==> config.mk <==
export PLATFORM = sky130hd
export DESIGN_NAME = alu_seq_flat
export DESIGN_NICKNAME = d
export VERILOG_FILES = /design/src/rtl/alu_seq_pkg.sv /design/src/rtl/alu_seq_if.sv /design/src/rtl/alu_seq_muldiv.sv /design/src/rtl/alu_seq.sv /design/src/flat_wrapper.sv
export SDC_FILE = /design/constraint.sdc
export NUM_CORES = 1
export LEC_CHECK = 0
export BUFFER_PORTS_ARGS = -buffer_cell sky130_fd_sc_hd__buf_2
export CAP_MARGIN = 30
export CELL_PAD_IN_SITES_DETAIL_PLACEMENT = 1
export CELL_PAD_IN_SITES_GLOBAL_PLACEMENT = 2
export CORE_MARGIN = 2
export CORE_UTILIZATION = 41
export CTS_CLUSTER_DIAMETER = 80
export DETAILED_ROUTE_END_ITERATION = 6
export PLACE_DENSITY = 0.95
export SYNTH_ARGS = -nofsm -noshare
export SYNTH_HDL_FRONTEND = slang
export SYNTH_SLANG_ARGS = --single-unit
==> constraint.sdc <==
create_clock -name clk -period 5.45 [get_ports clk]
set_clock_uncertainty 0.1 [all_clocks]
set_input_delay 0.2725 -clock clk [delete_from_list [all_inputs] [get_ports clk]]
set_output_delay 0.2725 -clock clk [all_outputs]
set_load 0.005 [all_outputs]
==> src/rtl/alu_seq_pkg.sv <==
// Shared op codes, FSM state constants and op-class helpers for the sequential ALU.
package alu_seq_pkg;

  localparam logic [4:0] ALU_ADD   = 5'd0;
  localparam logic [4:0] ALU_SUB   = 5'd1;
  localparam logic [4:0] ALU_AND   = 5'd2;
  localparam logic [4:0] ALU_OR    = 5'd3;
  localparam logic [4:0] ALU_XOR   = 5'd4;
  localparam logic [4:0] ALU_SLT   = 5'd5;
  localparam logic [4:0] ALU_SLTU  = 5'd6;
  localparam logic [4:0] ALU_LUI   = 5'd7;
  localparam logic [4:0] ALU_ADDU  = 5'd8;
  localparam logic [4:0] ALU_UPB   = 5'd9;
  localparam logic [4:0] ALU_SLL   = 5'd10;
  localparam logic [4:0] ALU_SRA   = 5'd11;
  localparam logic [4:0] ALU_SRL   = 5'd12;
  localparam logic [4:0] ALU_MUL   = 5'd13;
  localparam logic [4:0] ALU_MULHU = 5'd14;
  localparam logic [4:0] ALU_DIVU  = 5'd15;
  localparam logic [4:0] ALU_REMU  = 5'd16;

  localparam logic [1:0] ST_IDLE = 2'd0;
  localparam logic [1:0] ST_MUL  = 2'd1;
  localparam logic [1:0] ST_DIV  = 2'd2;
  localparam logic [1:0] ST_DONE = 2'd3;

  function automatic logic is_iterative(input logic [4:0] op);
    return (op >= ALU_MUL) && (op <= ALU_REMU);
  endfunction

  function automatic logic is_div(input logic [4:0] op);
    return (op == ALU_DIVU) || (op == ALU_REMU);
  endfunction

  // MULHU and REMU both take the upper half of the shared accumulator
  function automatic logic sel_hi(input logic [4:0] op);
    return (op == ALU_MULHU) || (op == ALU_REMU);
  endfunction

endpackage

==> src/rtl/alu_seq_if.sv <==
// Request/response handshake bundle between an issuing stage and alu_seq.
interface alu_seq_if #(parameter int XLEN = 32);
  logic            in_valid;
  logic            in_ready;
  logic [4:0]      op;
  logic [XLEN-1:0] a;
  logic [XLEN-1:0] b;
  logic            out_valid;
  logic            out_ready;
  logic [XLEN-1:0] result_q;
  logic            out_err;

  modport master (
    output in_valid, op, a, b, out_ready,
    input  in_ready, out_valid, result_q, out_err
  );

  modport slave (
    input  in_valid, op, a, b, out_ready,
    output in_ready, out_valid, result_q, out_err
  );
endinterface

==> src/rtl/alu_seq_muldiv.sv <==
// Iterative engine: radix-2 shift-add multiply and restoring unsigned divide,
// one bit per cycle over XLEN cycles, sharing one 2*XLEN accumulator.
module alu_seq_muldiv #(
  parameter int XLEN = 32
) (
  input  logic            clk,
  input  logic            rst_n,
  input  logic            start,
  input  logic            div,
  input  logic            hi,
  input  logic [XLEN-1:0] a,
  input  logic [XLEN-1:0] b,
  output logic            done,
  output logic [XLEN-1:0] result
);

  localparam int CW = $clog2(XLEN);

  logic              busy;
  logic              div_q;
  logic              hi_q;
  logic [CW-1:0]     cnt;
  logic [XLEN-1:0]   opnd;
  logic [2*XLEN-1:0] acc;
  logic [2*XLEN-1:0] acc_nx;
  logic [XLEN:0]     msum;
  logic [XLEN:0]     dtrial;

  // Multiply: acc = {partial, multiplier}; divide: acc = {remainder, quotient/dividend}
  always_comb begin
    msum   = {1'b0, acc[2*XLEN-1:XLEN]} + {1'b0, (acc[0] ? opnd : {XLEN{1'b0}})};
    dtrial = {acc[2*XLEN-1:XLEN], acc[XLEN-1]} - {1'b0, opnd};
    if (div_q) begin
      if (dtrial[XLEN]) acc_nx = {acc[2*XLEN-2:0], 1'b0};
      else              acc_nx = {dtrial[XLEN-1:0], acc[XLEN-2:0], 1'b1};
    end else begin
      acc_nx = {msum, acc[XLEN-1:1]};
    end
  end

  // The final iteration's value is handed over combinationally so the parent
  // registers it on the same edge, keeping total latency at XLEN+1.
  assign done   = busy && (cnt == CW'(XLEN-1));
  assign result = hi_q ? acc_nx[2*XLEN-1:XLEN] : acc_nx[XLEN-1:0];

  always_ff @(posedge clk or negedge rst_n) begin
    if (!rst_n) begin
      busy  <= 1'b0;
      cnt   <= '0;
      div_q <= 1'b0;
      hi_q  <= 1'b0;
    end else if (start) begin
      busy  <= 1'b1;
      cnt   <= '0;
      div_q <= div;
      hi_q  <= hi;
    end else if (busy) begin
      cnt <= cnt + 1'b1;
      if (done) busy <= 1'b0;
    end
  end

  always_ff @(posedge clk) begin
    if (start) begin
      opnd <= div ? b : a;
      acc  <= {{XLEN{1'b0}}, (div ? a : b)};
    end else if (busy) begin
      acc <= acc_nx;
    end
  end

endmodule

==> src/rtl/alu_seq.sv <==
// Handshaked ALU: single-cycle ops computed inline, MUL/DIV delegated to the
// iterative engine; one operation in flight, result held until taken.
module alu_seq
  import alu_seq_pkg::*;
#(
  parameter int XLEN = 32
) (
  input  logic     clk,
  input  logic     rst_n,
  alu_seq_if.slave bus
);

  localparam int SHW = $clog2(XLEN);

  logic [1:0]             state;
  logic [XLEN-1:0]        result_r;
  logic                   err_r;
  logic [XLEN-1:0]        alu_y;
  logic [XLEN-1:0]        md_result;
  logic                   md_done;
  logic                   md_start;
  logic                   accept;
  logic                   div_zero;
  logic signed [XLEN-1:0] sa;
  logic signed [XLEN-1:0] sb;

  assign sa = bus.a;
  assign sb = bus.b;

  always_comb begin
    alu_y = '0;
    case (bus.op)
      ALU_ADD:  alu_y = bus.a + bus.b;
      ALU_SUB:  alu_y = bus.a - bus.b;
      ALU_AND:  alu_y = bus.a & bus.b;
      ALU_OR:   alu_y = bus.a | bus.b;
      ALU_XOR:  alu_y = bus.a ^ bus.b;
      ALU_SLT:  alu_y = {{(XLEN-1){1'b0}}, (sa < sb)};
      ALU_SLTU: alu_y = {{(XLEN-1){1'b0}}, (bus.a < bus.b)};
      ALU_LUI:  alu_y = {bus.a[XLEN-13:0], 12'b0};
      ALU_ADDU: alu_y = bus.a + {bus.b[XLEN-13:0], 12'b0};
      ALU_UPB:  alu_y = {bus.b[XLEN-1:12], 12'b0};
      ALU_SLL:  alu_y = bus.a << bus.b[SHW-1:0];
      ALU_SRA:  alu_y = sa >>> bus.b[SHW-1:0];
      ALU_SRL:  alu_y = bus.a >> bus.b[SHW-1:0];
      default:  alu_y = '0;
    endcase
  end

  // A result in DONE can be drained and replaced by a new accept in one cycle
  assign bus.in_ready  = (state == ST_IDLE) || ((state == ST_DONE) && bus.out_ready);
  assign bus.out_valid = (state == ST_DONE);
  assign bus.result_q  = result_r;
  assign bus.out_err   = err_r;

  assign accept   = bus.in_valid && bus.in_ready;
  assign div_zero = is_div(bus.op) && (bus.b == '0);
  assign md_start = accept && is_iterative(bus.op) && !div_zero;

  alu_seq_muldiv #(.XLEN(XLEN)) u_muldiv (
    .clk    (clk),
    .rst_n  (rst_n),
    .start  (md_start),
    .div    (is_div(bus.op)),
    .hi     (sel_hi(bus.op)),
    .a      (bus.a),
    .b      (bus.b),
    .done   (md_done),
    .result (md_result)
  );

  always_ff @(posedge clk or negedge rst_n) begin
    if (!rst_n) begin
      state    <= ST_IDLE;
      result_r <= '0;
      err_r    <= 1'b0;
    end else begin
      case (state)
        ST_IDLE, ST_DONE: begin
          if (accept) begin
            if (bus.op <= ALU_SRL) begin
              result_r <= alu_y;
              err_r    <= 1'b0;
              state    <= ST_DONE;
            end else if (is_iterative(bus.op)) begin
              err_r <= 1'b0;
              if (div_zero) begin
                // Divide by zero: quotient saturates to all ones, remainder is the dividend
                result_r <= (bus.op == ALU_DIVU) ? {XLEN{1'b1}} : bus.a;
                state    <= ST_DONE;
              end else begin
                state <= is_div(bus.op) ? ST_DIV : ST_MUL;
              end
            end else begin
              result_r <= '0;
              err_r    <= 1'b1;
              state    <= ST_DONE;
            end
          end else if ((state == ST_DONE) && bus.out_ready) begin
            state <= ST_IDLE;
          end
        end
        ST_MUL, ST_DIV: begin
          if (md_done) begin
            result_r <= md_result;
            state    <= ST_DONE;
          end
        end
        default: state <= ST_IDLE;
      endcase
    end
  end

endmodule

==> src/flat_wrapper.sv <==
// flat-port wrapper written by rule: the top's interface ports become plain ports
module alu_seq_flat import alu_seq_pkg::*;
#(
  parameter int XLEN = 32
)
  (clk, rst_n, bus_in_valid, bus_op, bus_a, bus_b, bus_out_ready, bus_in_ready, bus_out_valid, bus_result_q, bus_out_err);
  alu_seq_if #(.XLEN(XLEN)) bus_i ();
  input  logic clk;
  input  logic rst_n;
  input wire logic [$bits(bus_i.in_valid)-1:0] bus_in_valid;
  input wire logic [$bits(bus_i.op)-1:0] bus_op;
  input wire logic [$bits(bus_i.a)-1:0] bus_a;
  input wire logic [$bits(bus_i.b)-1:0] bus_b;
  input wire logic [$bits(bus_i.out_ready)-1:0] bus_out_ready;
  output wire logic [$bits(bus_i.in_ready)-1:0] bus_in_ready;
  output wire logic [$bits(bus_i.out_valid)-1:0] bus_out_valid;
  output wire logic [$bits(bus_i.result_q)-1:0] bus_result_q;
  output wire logic [$bits(bus_i.out_err)-1:0] bus_out_err;
  assign bus_i.in_valid = bus_in_valid;
  assign bus_i.op = bus_op;
  assign bus_i.a = bus_a;
  assign bus_i.b = bus_b;
  assign bus_i.out_ready = bus_out_ready;
  assign bus_in_ready = bus_i.in_ready;
  assign bus_out_valid = bus_i.out_valid;
  assign bus_result_q = bus_i.result_q;
  assign bus_out_err = bus_i.out_err;
  alu_seq #(.XLEN(XLEN)) u_core (.clk(clk), .rst_n(rst_n), .bus(bus_i));
endmodule
* Word-level counts from Yosys, hierarchy flattened
Cells that the tools add are included.
** Word-level totals
- Register bits :: 139
- Input bits :: 73
- Output and inout bits :: 35
** Operators by class
- $add $sub $neg :: 6
- Magnitude comparators :: 5
- Equal/unequal tests :: 23
- Shifts and indexed selects :: 3
- Multiplexer cells :: 31
- Bitwise operators :: 3
- Reductions and logical operators :: 20
** Operators by type and width (count)
- $pmux W32 S13 :: 1
- $mux W32 :: 12
- $mux W64 :: 2
- $add A32 B32 Y32 :: 2
- $lt A32 B32 Y1 :: 2
- $pmux W32 S2 :: 1
- $eq A5 B4 Y1 const B :: 7
- $add A32 B32 Y33 :: 1
- $sub A33 B32 Y33 :: 1
- $and A32 B32 Y32 :: 1
- $logic_not A32 Y1 :: 1
- $or A32 B32 Y32 :: 1
- $shl A32 B5 Y32 :: 1
- $shr A32 B5 Y32 :: 1
- $sshr A32 B5 Y32 :: 1
- $sub A32 B32 Y32 :: 1
- $xor A32 B32 Y32 :: 1
- $eq A5 B3 Y1 const B :: 4
- $mux W2 :: 7
- $eq A5 B2 Y1 const B :: 2
- $eq A5 B5 Y1 const B :: 2
- $mux W5 :: 2
- $logic_and A1 B1 Y1 :: 7
- $add A5 B1 Y5 const B :: 1
- other kinds (19) :: 29

* Depth between registers and ports, before layout
Gate-level depths: netlist (run 1).
- Depth after elaboration :: 8
- Gate-level depth with buffers :: 18
- Depth with buffers taken out :: 14

* Cells and area by module
Synthesis (run 1) repeated with hierarchy kept, for this count alone.
** Unflattened totals
- Cells, all modules :: 2883
- Area, all modules :: 22272.6 µm²
** By module, submodules not included
- alu_seq :: instances 1, cells each 1768, area an instance 12724.7 µm²
- alu_seq_muldiv :: instances 1, cells each 1115, area an instance 9547.9 µm²

* Least setup slack after synthesis (run 1)
No wires, ideal clock.
- Path type :: input to register
- From :: input bus_b[2]
- To :: register u_core.result_r[30], in the netlist u_core.bus.result_q[30]
- Setup time :: 0.135 ns
- Data arrival time :: 3.838 ns
- Slack :: 1.377 ns
- Cell stages on the path :: 18
- Buffers on the path :: 6
- Cells stage by stage :: buf_2 buf_2 inv_1 buf_2 buf_2 buf_2 ha_1 clkbuf_1 o21bai_1 a2111oi_0 a211oi_1 o21ai_1 a2bb2oi_2 a221o_1 a31o_2 xnor2_1 a221oi_1 o32ai_1
** Between the ends
- Longest elaborated chain between the ends :: 5
- Elaborated cells on any way between the ends :: 14
** Ends and longest elaborated chain
- start, declared :: RTL line flat_wrapper.sv:13 : input wire logic [$bits(bus_i.b)-1:0] bus_b;
- $add A32 B32 Y32 (tied with other cells) :: RTL line alu_seq.sv:41 : ALU_ADDU: alu_y = bus.a + {bus.b[XLEN-13:0], 12'b0};
- $pmux W32 S13 :: RTL line alu_seq.sv:32 : case (bus.op)
- $mux W32 :: RTL line alu_seq.sv:81 : if (bus.op <= ALU_SRL) begin
- $mux W32 :: RTL line alu_seq.sv:80 : if (accept) begin
- $pmux W32 S2 :: RTL line alu_seq.sv:78 : case (state)
- end signal, assigned :: RTL line alu_seq.sv:82 : result_r <= alu_y;
- end signal, assigned :: RTL line alu_seq.sv:89 : result_r <= (bus.op == ALU_DIVU) ? {XLEN{1'b1}} : bus.a;
- end signal, assigned :: RTL line alu_seq.sv:105 : result_r <= md_result;
- end, declared :: RTL line alu_seq.sv:16 : logic [XLEN-1:0] result_r;
Parallel ways exist; a longest one is shown, timed or not. The select of a mux whose other input is x is not followed.
A chain may end at the register's enable or synchronous reset.

* Worst setup path in the final report (run 1)
- From :: input bus_b[1]
- To :: register u_core.result_r[19], in the netlist u_core.bus.result_q[19]
The elaborated chain is that of the path after synthesis.

==> results of run 1 <==
## state kept, by name, indices dropped and copies added, names as in the netlist
signal	count
u_core.bus.result_q	32
u_core.u_muldiv.cnt	5
u_core.u_muldiv.hi_q	1
u_core.state	2
u_core.u_muldiv.opnd	32
u_core.u_muldiv.acc	64
u_core.u_muldiv.busy	1
u_core.u_muldiv.div_q	1
u_core.bus.out_err	1
## cell families (layout without fill, tap and decap cells)
kind of cell | count (synthesis) | count (layout)
xor gates and xnor gates | 82 | 82
buffers and inverters | 388 | 383
AOI/OAI and AO/OA | 1048 | 1048
muxes | 169 | 169
and+or+nand+nor | 915 | 915
DFF | 139 | 139
adders and majority gates | 205 | 205
## routing by layer
| layer | up-vias | GRT usage [%] | routed length, um |
|---|---|---|---|
| li1 | 10930 | - | - |
| met1 | 12600 | 51.37 | 46060 |
| met2 | 1426 | 63.73 | 51770 |
| met3 | 394 | 8.318 | 10800 |
| met4 | 4 | 26.60 | 8645 |
| met5 | - | 0 | 28 |
## synthesized netlist by cell type, types with 23 or more instances
cell type    n
buf_1       24
o31ai_1     35
mux4_2      40
nand2b_1    23
ha_1       199
o21a_1      31
o211ai_1    50
nand4_1     35
xor2_1      29
nand2_1    294
a21o_1      59
nand3_1     63
o22ai_1     23
xnor2_1     52
dfrtp_1     43
edfxtp_1    64
a31oi_1     57
mux2i_1     90
inv_1      150
nor2_1     264
a21oi_1    245
buf_2       26
nor3_1      55
a211oi_1    68
nor4_1      27
o21ai_0    227
dfxtp_1     32
o21bai_1    25
and2_1      42
a221oi_1    26
or3_1       23
clkbuf_1   180
mux2_2      37
nor2b_1     29
## metrics by stage
step	hold WS, ps	area [um^2]	std cells	setup slack, ps	total power [mW]
after floorplan	-123.1	21890	2946	1377	6.402
after global placement	291.5	23080	3592	731.6	8.410
after detailed placement	314.0	23120	3595	757.2	8.690
after CTS	33.77	23700	3628	978.7	9.908
after global routing	67.74	23720	3629	782.3	10.67
final	50.04	23720	3629	926.7	10.09
## power by group through the flow
stage / clock network (mW) / registers, mW / logic, mW
2_1_floorplan: 0 / 1.82 / 4.58
3_3_place_gp: 0 / 2.02 / 6.39
3_5_place_dp: 0 / 2.02 / 6.67
4_1_cts: 1.16 / 2.00 / 6.76
5_1_grt: 1.19 / 2.05 / 7.44
6_report: 1.15 / 2.01 / 6.93
## worst register-to-register path: cells and delay by family (launching register included)
kind | cells | cell delay, ps
AO/OA/AOI/OAI | 6 | 1520
XOR/XNOR | 1 | 460
multiplexers | 1 | 380
buffers and inverters | 2 | 440
AND/OR/NAND/NOR | 2 | 360
adder cells (fa/ha/maj) | 2 | 630
flip-flops | 1 | 470
## area by class of cell
type | count | area [um^2]
fillers | 6552 | 28940
multi-input cells | 2419 | 16810
flip-flops and latches | 139 | 3642
repair buffers | 196 | 1252
well taps | 688 | 860.8
inverters | 155 | 583.1
clock buffers | 17 | 425.4
clock inverters | 15 | 142.6
## what timing repair did
action | 4_1_cts | 5_1_grt
hold buffers | 1 | 0
hold endpoints to repair | 43 | 0
gates resized for setup | 0 | 0
## final timing paths
path,startpoint,to,slack (ps)
min in group asynchronous,rst_n,u_core.u_muldiv.cnt[0],380
worst min register to register,u_core.bus.out_err,u_core.bus.out_err,420
worst max register to register,u_core.u_muldiv.acc[31],u_core.bus.result_q[26],960
worst min-delay path,bus_in_valid,u_core.bus.out_err,50
worst max-delay path,bus_b[1],u_core.bus.result_q[19],930
max in group asynchronous,rst_n,u_core.u_muldiv.div_q,4390
==> summary.md, run 1 <==
| Metric | Value |
|---|---|
| Outcome | completed |
| Worst path cell trace | buf_2, nor3_2, nand3_1, nor4_4, o21a_1, nand4_1, a221oi_1, nand4_1, a31oi_1, a311o_1, o211ai_1 |
| Num rows | 84 |
| Worst reg2reg path depth | 14 |
| Flops & latches, synth | 139 |
| All-Layer GR Usage | 40.91% |
| Clk pwr share | 11.4% |
| Root buf cell | clkbuf_16 |
| Top_reg_cell synth | edfxtp_1 |
| Clock Path Buffers | 2 |
| Dpl hpwl | 91740 um |
| H-tree lvl count | 4 |
| Full die area | 55260 um^2 |
| Switching share of total power | 52.96% |
| Crit path max-delay family | simple AND/OR/NAND/NOR gates |
| DR iter-0 viols | 3039 |
| Final worst path period share | 83.00% |
| Minimum clock period | 4523 ps |
| Share of Yosys cell area claimed by the top area cell type | 11.37% |
| Mean routed wirelength per cell | 32.33 um |
| Post-Synth Simple-Gate Area | 19.40% |
| Commonest non-fill, non-tap cells in the layout | nand2_1, nor2_1, a21oi_1, o21ai_0, ha_1 |
| DRT Wirelength | 117300 um |
| Synthesized area | 21890 um^2 |
| First-pass GRT wire length | 170900 um |
| N_diodes | 0 |
| Setup TNS | 0 ps |
| Synth Area in Adders | 11.88% |
| Setup-failing EPs final | 0 |
| Ys async rst share | 30.94% |
| Final Util | 45.04% |
| CP Launch Type | input pin |
| XOR/XNOR share of the synthesized area | 3.366% |
| Worst Path Buf+Inv | 1 |
| CTS tree | done |
| Largest family of logic cells by synthesized area | compound AO/OA/AOI/OAI gates |
| Sw Pwr | 5.342 mW |
| Sequential area share after synthesis | 16.62% |
| Vias in the first global route | 25160 |
| Yosys Warn Count | 0 |
| Required @ worst endpoint | 5640 ps |
| Skew-Pair Late Insertion Delay | 440 ps |
| I/O Buffers | 107 |
| Post-route DRC violation count | 0 |
| Worst hold stages | 3 |
| Synth Area in Compound Gates | 31.64% |
| WS Path Type | input pin to register |
| VDD IR max | 0.2757 mV |
| IO Count | 108 |
| Vias per cell | 6.986 |
| Number of synthesized flops with an enable pin | 64 |
| Via count | 25350 |
| Critical Path Fanout Max | 22 |
| Distinct cells, synth | 96 |
| Max Cap Viol | 0 |
| Worst path arrival time | 4720 ps |
| RSZ-0062 raised after global routing | no |
| Comb power frac | 68.7% |
| Initial antenna violation count | 4 |
| Net count reported at finish | 3205 |
| CTS sink count | 139 |
| Area growth syn-to-layout | 8.327% |
| Crit. End Element | register |
| DR pass1 iterations | 7 |
| Dominant cell type by area after synthesis | ha_1 |
| Top cells by area, synth | ha_1, edfxtp_1, a21oi_1 |
| Final Hold Viols | 0 |
| Die Span Y | 235.1 um |
| Most common cell after layout, fill and taps aside | nand2_1 |
| Pin count of the biggest net entering global routing | 87 |
| ANT nets after route | 0 |
| Starting density of the core | 41.58% |
| Remaining global-route overflow | 0 |
| CP max-delay cell | nor3_2 |
| Critical path depth | 11 |
| CP peak stage delay | 970 ps |
| Top cell by count, worst path | nand4_1 |
| Mux share of post-synthesis cell area | 10.24% |
| Syn Inst Count | 2946 |
| Pint | 4.746 mW |
| Worst Hold Class | input pin to register |
| GPL Wtd Cong | 1.081 |
| Least-Margin Pin Slew | 1124 ps |
| Setup Buffers After CTS | 0 |
| Fmax | 0.2211 GHz |
| Power Dens Cells | 425.3 nW/um^2 |
| Mapped Nets | 3223 |
| Sequential power share | 20.0% |
| Clock Pin Slew Worst Setup and Hold Paths | 70 ps |
| Layout cells sized above 1 | 11.80% |
| Leak pwr | 9.966 nW |
| Slew margin rel. | 24.64% |
| Horiz. Die Dim | 235.1 um |
| Max Slew Vio Count | 0 |
| Core ar. | 52660 um^2 |
| CTS Buf Count | 17 |
| Synth Area per Inst | 7.432 um^2 |
No activity file was read; power rests on OpenSTA's default activity.
==> inputs of run 2 (changes only) <==
--- a/config.mk
+++ b/config.mk
@@ -10,10 +10,10 @@
 export CELL_PAD_IN_SITES_DETAIL_PLACEMENT = 1
 export CELL_PAD_IN_SITES_GLOBAL_PLACEMENT = 2
 export CORE_MARGIN = 2
-export CORE_UTILIZATION = 41
+export CORE_UTILIZATION = 38
 export CTS_CLUSTER_DIAMETER = 80
 export DETAILED_ROUTE_END_ITERATION = 6
-export PLACE_DENSITY = 0.95
+export PLACE_DENSITY = 0.91
 export SYNTH_ARGS = -nofsm -noshare
 export SYNTH_HDL_FRONTEND = slang
 export SYNTH_SLANG_ARGS = --single-unit
==> constraint.sdc (replaced) <==
create_clock -name clk -period 4.4 [get_ports clk]
set_clock_uncertainty 0.1 [all_clocks]
set_input_delay 0.22 -clock clk [delete_from_list [all_inputs] [get_ports clk]]
set_output_delay 0.22 -clock clk [all_outputs]
set_load 0.005 [all_outputs]
==> run 2 against run 1 <==
Total power grew 26%. Count of clock-buffer cells in the layout is the same. Largest power group unchanged. Sequential power up 25%. Flip-flop and latch count unchanged. Combinational power up 27%. Sequential share of layout area fell by 0.45 points.
==> summary.md, run 2 (synthesis results as in run 1) <==
| Metric | Value |
|---|---|
| Max Slew Vio Count | 0 |
| Commonest non-fill, non-tap cells in the layout | nand2_1, nor2_1, a21oi_1, o21ai_0, ha_1 |
| CTS sink count | 139 |
| DR iter-0 viols | 2570 |
| CP peak stage delay | 850 ps |
| Outcome | completed |
| Worst Hold Class | input pin to register |
| Final setup margin | 165.5 ps |
| Leak pwr | 10.36 nW |
| Core ar. | 56710 um^2 |
| Slew margin rel. | 34.99% |
| Placed Instances | 3740 |
| WS Path Type | input pin to register |
| Worst path cell trace | buf_4, buf_12, nor4_1, nand4_1, nor4_4, o21ai_2, a21oi_1, o211a_1, nand4b_1, a2111oi_0, or4_1, o311ai_1 |
| Least-Margin Pin Slew | 966.3 ps |
| Crit. End Element | register |
| Starting density of the core | 38.60% |
| Vias per cell | 6.798 |
| CTS Buf Count | 17 |
| Final worst path period share | 96.24% |
| CP Launch Type | input pin |
| Crit path max-delay family | simple AND/OR/NAND/NOR gates |
| Critical Path Fanout Max | 51 |
| Minimum clock period | 4235 ps |
| Die Span Y | 244.0 um |
| Fmax | 0.2362 GHz |
| CP max-delay cell | nor4_1 |
| VDD IR max | 0.3606 mV |
| Clock Path Buffers | 2 |
| Full die area | 59550 um^2 |
| Clock Pin Slew Worst Setup and Hold Paths | 60 ps |
| Mean routed wirelength per cell | 31.06 um |
| Dpl hpwl | 92090 um |
| Skew-Pair Late Insertion Delay | 440 ps |
| GPL Wtd Cong | 1.088 |
| Setup TNS | 0 ps |
| RSZ-0062 raised after global routing | no |
| Worst path arrival time | 4440 ps |
| Vias in the first global route | 25790 |
| Remaining global-route overflow | 0 |
| DRT Wirelength | 117400 um |
| Worst Path Buf+Inv | 2 |
| CTS-repair resized insts | 0 |
| Fill cells | 7027 |
| IO Count | 108 |
| Initial antenna violation count | 7 |
| Num rows | 87 |
| Horiz. Die Dim | 244.0 um |
| Fin cells | 3779 |
| Required @ worst endpoint | 4610 ps |
| CTS tree | done |
| Largest register FFs | 64 |
| DR pass1 iterations | 7 |
| Top reg by flops | u_core.u_muldiv.acc |
| Most common cell after layout, fill and taps aside | nand2_1 |
| Max Cap Viol | 0 |
| I/O Buffers | 107 |
| Final Hold Viols | 0 |
| Power Dens Cells | 519.1 nW/um^2 |
| Min Hold Slack | 25.88 ps |
| Setup-failing EPs final | 0 |
| Area growth syn-to-layout | 11.59% |
| ANT nets after route | 0 |
| DP Worst Slack | -15.56 ps |
| Layout cells sized above 1 | 14.04% |
| All-Layer GR Usage | 38.43% |
| Net count reported at finish | 3284 |
| H-tree lvl count | 4 |
| Root buf cell | clkbuf_16 |
| Via count | 25690 |
| Pin count of the biggest net entering global routing | 76 |
| First-pass GRT wire length | 172700 um |
| Post-route DRC violation count | 0 |
-- run 2: timing repair --
| item | 4_1_cts | 5_1_grt |
|---|---|---|
| endpoints found under the setup margin | 0 | 2 |
| endpoints found under the hold margin | 43 | 0 |
| setup buffers | 0 | 2 |
| hold buffers | 1 | 0 |
-- run 2: area by class of cell --
class	count	area [um^2]	share of cell area, %
Multi-Input combinational cell	2419	16800	68.75
Timing Repair Buffer	275	1897	7.764
Sequential cell	139	3642	14.91
Clock inverter	15	132.6	0.5429
Clock buffer	17	425.4	1.741
Antenna cell	3	7.507	0.03073
Tap cell	756	945.9	3.872
Inverter	155	583.1	2.387
-- run 2: path summary, 6_finish.rpt --
kind                                               from                      end  slack [ps]  cells after the start
worst min register to register       u_core.bus.out_err       u_core.bus.out_err         420                      2
worst min-delay path                       bus_in_valid       u_core.bus.out_err          30                      3
worst max register to register  u_core.u_muldiv.opnd[0]  u_core.bus.result_q[26]         270                     13
min in group asynchronous                         rst_n   u_core.u_muldiv.cnt[1]          80                      2
max in group asynchronous                         rst_n   u_core.bus.result_q[3]        3600                      3
worst max-delay path                           bus_b[0]  u_core.bus.result_q[24]         170                     12
-- run 2: worst register-to-register path, cell delays in order, from the launching register on --
cell and delay, ps:
edfxtp_1 400, ha_1 250, fa_1 400, nor2b_1 250, o31ai_1 160, a31o_1 290
a21oi_2 320, nor2_2 120, a21oi_4 250, xor2_4 340, buf_4 320, mux2_2 380
a211oi_1 330, a211oi_1 100
-- run 2: per-stage QoR --
step	power (mW)	util, %	cell area (um^2)
3_5_place_dp	10.93	42.02	23830
6_report	12.68	43.08	24430
5_1_grt	13.41	43.07	24430
2_1_floorplan	7.930	-	21890
4_1_cts	12.42	43.03	24400
3_3_place_gp	10.59	41.96	23800
-- run 2: per-layer routing --
| layer | wire (um) | GRT usage, % |
|---|---|---|
| met5 | 26 | 0 |
| met1 | 47900 | 49.76 |
| met2 | 52270 | 61.34 |
| met4 | 7835 | 22.38 |
| met3 | 9328 | 4.982 |
-- run 2: report_power, final --
part / internal, mW / switching, mW
Clock: 0.742 / 0.647
Combinational: 3.31 / 5.47
Sequential: 1.96 / 0.557
